File: config.mk
export PLATFORM = sky130hd
export DESIGN_NAME = dl_onehot_dec_hs
export DESIGN_NICKNAME = d
export VERILOG_FILES = /design/src/rtl/dl_onehot_dec_hs.sv
export SDC_FILE = /design/constraint.sdc
export NUM_CORES = 1
export LEC_CHECK = 0
export ABC_CLOCK_PERIOD_IN_PS = 2300
export BUFFER_PORTS_ARGS = -buffer_cell sky130_fd_sc_hd__buf_2
export CAP_MARGIN = 20
export CORE_MARGIN = 10
export CORE_UTILIZATION = 40
export CTS_CLUSTER_SIZE = 8
export DETAILED_ROUTE_END_ITERATION = 6
export HOLD_SLACK_MARGIN = 0.05
export MAX_ROUTING_LAYER = met4
export SLEW_MARGIN = 10
export SYNTH_ARGS = -nofsm -noshare
export SYNTH_HDL_FRONTEND = slang
export SYNTH_SLANG_ARGS = --single-unit
File: constraint.sdc
create_clock -name clk -period 2.3 [get_ports clk]
set_input_delay 0.46 -clock clk [delete_from_list [all_inputs] [get_ports clk]]
set_output_delay 0.46 -clock clk [all_outputs]
set_load 0.05 [all_outputs]
File: src/rtl/dl_onehot_dec_hs.sv
// rtl/dl_onehot_dec_hs.sv - handshaked index-to-one-hot select decoder
// One active select plus a 1-entry pending index; select ends on ack or timeout.
module dl_onehot_dec_hs #(
    parameter int OUTPUT_WIDTH = 4,
    parameter int TIMEOUT = 16,
    localparam int INPUT_WIDTH = $clog2(OUTPUT_WIDTH),
    localparam int TO_W = $clog2(TIMEOUT + 1)
) (
    input  logic                    clk,
    input  logic                    rst,
    input  logic                    in_valid,
    output logic                    in_ready,
    input  logic [INPUT_WIDTH-1:0]  in_idx,
    output logic [OUTPUT_WIDTH-1:0] out_onehot,
    input  logic [OUTPUT_WIDTH-1:0] out_ack,
    output logic                    busy,
    output logic                    err_range,
    output logic                    err_timeout,
    output logic                    err_stray
);

    // TIMEOUT=0 would give a zero-width counter; keep one bit that never moves.
    localparam int CNT_W = (TO_W < 1) ? 1 : TO_W;

    typedef enum logic {IDLE, DRIVE} state_t;

    state_t                   state_q, state_d;
    logic [OUTPUT_WIDTH-1:0]  onehot_d;
    logic                     pend_valid_q, pend_valid_d;
    logic [INPUT_WIDTH-1:0]   pend_idx_q, pend_idx_d;
    logic [CNT_W-1:0]         cnt_q, cnt_d;
    logic                     err_range_d, err_timeout_d, err_stray_d;
    logic                     xfer, idx_ok, sel_ack, timeout_hit;

    function automatic logic [OUTPUT_WIDTH-1:0] onehot_of(input logic [INPUT_WIDTH-1:0] idx);
        return OUTPUT_WIDTH'(1) << idx;
    endfunction

    assign in_ready = !pend_valid_q;
    assign busy     = (state_q == DRIVE) | pend_valid_q;

    always_comb begin
        state_d       = state_q;
        onehot_d      = out_onehot;
        pend_valid_d  = pend_valid_q;
        pend_idx_d    = pend_idx_q;
        cnt_d         = cnt_q;
        err_timeout_d = 1'b0;

        xfer        = in_valid & !pend_valid_q;
        idx_ok      = {1'b0, in_idx} < (INPUT_WIDTH + 1)'(OUTPUT_WIDTH);
        sel_ack     = |(out_ack & out_onehot);
        // out_onehot is zero in IDLE, so this also flags every ack seen while idle.
        err_stray_d = |(out_ack & ~out_onehot);
        err_range_d = xfer & !idx_ok;
        timeout_hit = (TIMEOUT != 0) && (state_q == DRIVE) && !sel_ack
                      && (cnt_q == CNT_W'(TIMEOUT - 1));

        case (state_q)
            IDLE: begin
                if (xfer && idx_ok) begin
                    state_d  = DRIVE;
                    onehot_d = onehot_of(in_idx);
                    cnt_d    = '0;
                end
            end
            DRIVE: begin
                if (sel_ack || timeout_hit) begin
                    err_timeout_d = timeout_hit;
                    cnt_d         = '0;
                    if (pend_valid_q) begin
                        onehot_d     = onehot_of(pend_idx_q);
                        pend_valid_d = 1'b0;
                    end else if (xfer && idx_ok) begin
                        // Index arriving on the completion cycle is promoted straight away.
                        onehot_d = onehot_of(in_idx);
                    end else begin
                        onehot_d = '0;
                        state_d  = IDLE;
                    end
                end else begin
                    if (TIMEOUT != 0 && cnt_q != {CNT_W{1'b1}})
                        cnt_d = cnt_q + CNT_W'(1);
                    if (xfer && idx_ok) begin
                        pend_valid_d = 1'b1;
                        pend_idx_d   = in_idx;
                    end
                end
            end
            default: begin
                state_d  = IDLE;
                onehot_d = '0;
            end
        endcase
    end

    always_ff @(posedge clk or posedge rst) begin
        if (rst) begin
            state_q      <= IDLE;
            out_onehot   <= '0;
            pend_valid_q <= 1'b0;
            pend_idx_q   <= '0;
            cnt_q        <= '0;
            err_range    <= 1'b0;
            err_timeout  <= 1'b0;
            err_stray    <= 1'b0;
        end else begin
            state_q      <= state_d;
            out_onehot   <= onehot_d;
            pend_valid_q <= pend_valid_d;
            pend_idx_q   <= pend_idx_d;
            cnt_q        <= cnt_d;
            err_range    <= err_range_d;
            err_timeout  <= err_timeout_d;
            err_stray    <= err_stray_d;
        end
    end

endmodule
-- Word level (Yosys, flattened, before mapping)
Index checks and enable logic that the tools add are counted.
- $add $sub $neg: 1
- multiply operators: 0
- divide/modulo/power cells: 0
- magnitude comparators: 0
- eq/ne operators: 5
- shift-type cells: 2
- muxes and demuxes: 17
- bitwise operators: 7
- reductions and logical operators: 12
- operator list (kind ; count):
    $mux W4 ; 4
    $mux W5 ; 3
    $pmux W5 S2 ; 1
    $and A4 B4 Y4 ; 2
    $pmux W4 S2 ; 1
    $reduce_or A4 Y1 ; 2
    $shl A1 B2 Y4 const A ; 2
    $mux W1 ; 7
    $reduce_and A2 Y1 ; 3
    $add A5 B1 Y5 const B ; 1
    $eq A5 B4 Y1 const B ; 1
    $ne A5 B5 Y1 const B ; 1
    $not A4 Y4 ; 1
    $ne A3 B1 Y1 const B ; 1
    $reduce_and A3 Y1 ; 1
    $logic_and A1 B1 Y1 ; 2
    $logic_not A1 Y1 ; 2
    $ne A2 B1 Y1 const B ; 1
    $ne A2 B2 Y1 const B ; 1
    $not A1 Y1 ; 2
    $pmux W1 S2 ; 1
    $reduce_bool A2 Y1 ; 1
    $and A1 B1 Y1 ; 1
    $logic_or A1 B1 Y1 ; 1
    $or A1 B1 Y1 ; 1
- register bits: 15
- latch bits: 0
- bits in writable memories: 0
- memory bits (read-only): 0
- input port bits: 9
- output and inout port bits: 9
- memories kept: 0

-- Longest topological paths before layout
- depth in word-level cells: 8
- depth in mapped cells: 7

-- Worst setup path before layout
Ideal clock, no wire load.
- kind: register to register
- start point: reg cnt_q[0]
- end point: reg pend_idx_q[0]
- data arrival time: 1709 ps
- data required time: 2175 ps
- path slack: 466 ps
- cell stages (with the launch flop): 7
- path buffers: 0
- path through: dfrtp_1 -> ha_1 -> and3_1 -> ha_1 -> nand4b_4 -> or2_4 -> mux2_4
- cells in the longest elaborated chain, start to end: 5
- RTL lines (item ; RTL line ; text):
    start, declared ; 31 ; logic [CNT_W-1:0] cnt_q, cnt_d;
    start signal, assigned ; 112 ; cnt_q <= cnt_d;
    $eq A5 B4 Y1 ; 57 ; && (cnt_q == CNT_W'(TIMEOUT - 1));
    $logic_and A1 B1 Y1 ; 57 ;
    $logic_or A1 B1 Y1 ; 68 ; if (sel_ack || timeout_hit) begin
    $not A1 Y1 (no line) ; n/a ;
    $reduce_and A3 Y1 (no line) ; n/a ;
    end signal, assigned ; 111 ; pend_idx_q <= pend_idx_d;
    end, declared ; 30 ; logic [INPUT_WIDTH-1:0] pend_idx_q, pend_idx_d;
Every way passes these cells.
A chain may end at the register's enable or synchronous reset.

-- Worst setup path after layout
- start point: reg cnt_q[0]
- end point: reg pend_idx_q[1]
Same word-level chain as after synthesis.

==> run summary <==
I/O pins: 18
Cell variety after synth: 34
Skew-Pair Late Insertion Delay: 0.27 ns
post-CTS setup buffer count: 0
NumNets Final: 108
Area growth, synth to finish: 15.2%
Routability Congestion: 0.803
Final Cycle Share: 85.4%
Final setup viols: 0
Mapped Nets: 89
ANT cells: 0
Tmin final: 1.96 ns
die outline area: 4330 µm²
final wirelength: 1590 µm
Async SR Flop Fraction: 100%
WL/cell: 13.0 µm
Via density: 4.97
status: finished, final reports clean
fill cell count: 192
pre-CTS setup slack: 0.342 ns
clock root buffer: clkbuf_4
via count: 606
Post-Synthesis Cells: 77
Slew headroom: 61.7%
Post-Route Skew: 0.00188 ns
Worst EP arrival: 2.13 ns
Seq/Total Area, Yosys: 44.8%
die width: 65.8 µm
Startpoint Class: register
Post-Layout Cell Count: 122
CTS Hold Bufs: 0
CP Max Fanout: 9
H-Tree Depth: 1
#FFs+latches synth: 15
XOR/XNOR share of the synthesized area: 0%
initial antenna violation count: 0
unrepaired setup endpoints after global routing: no
leakage: 0.496 nW
CTS tree: built
Post-synth EDFFs: 0
kind of critical path: register to register
Slew Viols, Final: 0
core box area: 1980 µm²
Pwr per Cell Area: 1230 nW/µm²
worst setup margin: 0.335 ns
Post-CTS Resized: 0
Detail Placement HPWL: 1280 µm
Max IR drop VDD: 0.627 mV
MaxCap Viol Count: 0
post-placement cell count: 118
area share of and/or/nand/nor cells after synthesis: 16.6%
Hold Violations, Final: 0
CP endpoint kind: register
setup_tns: 0 ns
Initial Util: 42.3%
Mapped Area: 838 µm²
Rows: 16
fin area: 966 µm²
post-route ant nets: 0
most common flop cell mapped by yosys: dfrtp_1
PortBufs: 16
post-synthesis mux area share: 10.1%
CTS Buffer Depth: 2
worst slew pin tran: 0.574 ns
WP data required: 2.47 ns
Synth Area in Compound Gates: 16.7%
clk sinks: 15
largest family of logic cells by synthesized area: compound AO/OA/AOI/OAI gates
vias in the first global route: 650
clock edge transition at the registers on the reported setup and hold paths: 0.09 ns
area post-placement: 940 µm²
DRC Markers: 0
worst min path class: input port to async pin
global-route wire length before repair: 2850 µm
router iterations before antenna repair: 4
adder-cell share of the synthesized area: 4.48%
largest net degree at the start of global routing: 16
Fmax: 0.509 GHz
TritonCTS Buffers: 3
gr usage total: 8.47%
DR iter-0 viols: 32
Die Y: 65.8 µm
Yosys warning total: 0
gr ovfl total: 0
layout cell share with drive strength beyond 1: 33.7%
Post-Syn Area per Cell: 10.9 µm²
routing by layer:
layer	GRT usage (%)	up-vias	wire length, µm
met5	-	-	0
met4	4.55	0	14
met3	3.73	2	117
met2	10.6	15	654
met1	10.9	282	799
li1	-	307	-
critical path, stage by stage (launching register included):
cell	delay (ns)
dfrtp_1	0.41
ha_1	0.22
and3_1	0.20
ha_1	0.21
nand4b_4	0.23
or2_4	0.29
mux2_4	0.29
synthesized netlist by cell type, types with 2 or more instances:
cell type | count | share of area, %
a21oi_1 | 3 | 1.8
a22o_1 | 2 | 2.1
a22oi_2 | 2 | 3.0
a32o_1 | 2 | 2.4
and3_1 | 2 | 1.5
dfrtp_1 | 15 | 45
ha_1 | 3 | 4.5
inv_1 | 12 | 5.4
mux2_2 | 4 | 5.4
mux2_4 | 2 | 3.6
nand2_1 | 3 | 1.3
nand2b_1 | 3 | 2.2
o21ai_0 | 2 | 1.2
o22ai_1 | 2 | 1.5
final cells by class:
type                    instances  area, µm²  share of cell area (%)
well taps                      27       33.8                    3.50
multi-input cells              48        405                    42.0
repair buffers                 16       80.1                    8.29
inverters                      12       45.0                    4.66
flip-flops and latches         15        375                    38.9
clock buffers                   4       26.3                    2.72
path summary, 6_finish.rpt:
path                             from            end  slack [ns]  depth (start not counted)
max in group asynchronous         rst   pend_valid_q        1.70                          2
hold reg to reg              cnt_q[3]       cnt_q[3]        0.51                          1
setup reg to reg             cnt_q[0]  pend_idx_q[1]        0.34                          6
setup / recovery             cnt_q[0]  pend_idx_q[1]        0.34                          6
min in group clk           out_ack[3]      err_stray        0.45                          3
hold / removal                    rst    err_timeout        0.23                          2
power by group:
group          switching, W  internal, W
logic              0.000355     0.000248
registers         0.0000865     0.000348
clock network     0.0000817    0.0000671
total              0.000523     0.000663
metrics by stage:
step                hold WS, ns  util (%)  total power (W)
floorplan                 0.361         -         0.000922
finish                    0.225      48.7          0.00119
global route              0.273      48.7          0.00129
CTS                       0.246      48.7          0.00120
detailed placement        0.492      47.4          0.00105
global placement          0.483      47.4          0.00103
sequential cells by signal (all words and copies together) (netlist names):
signal	cells
cnt_q	5
err_stray	1
err_timeout	1
pend_idx_q	2
pend_valid_q	1
out_onehot	4
state_q	1
logic make-up after synthesis:
logic type | Yosys count
flops | 15
other cells | 1
buf+inv | 14
compound gates | 18
fa+ha+maj | 3
simple gates | 19
mux | 7
layout by cell type (no fill, tap or decap), drive strengths merged, types with 3 or more instances in the layout:
master / instances
nand2: 3
buf: 16
clkbuf: 4
a21oi: 3
mux2: 6
nand2b: 3
a22oi: 3
inv: 12
dfrtp: 15
ha: 3
Note: power is estimated with default switching activity, not from simulation.
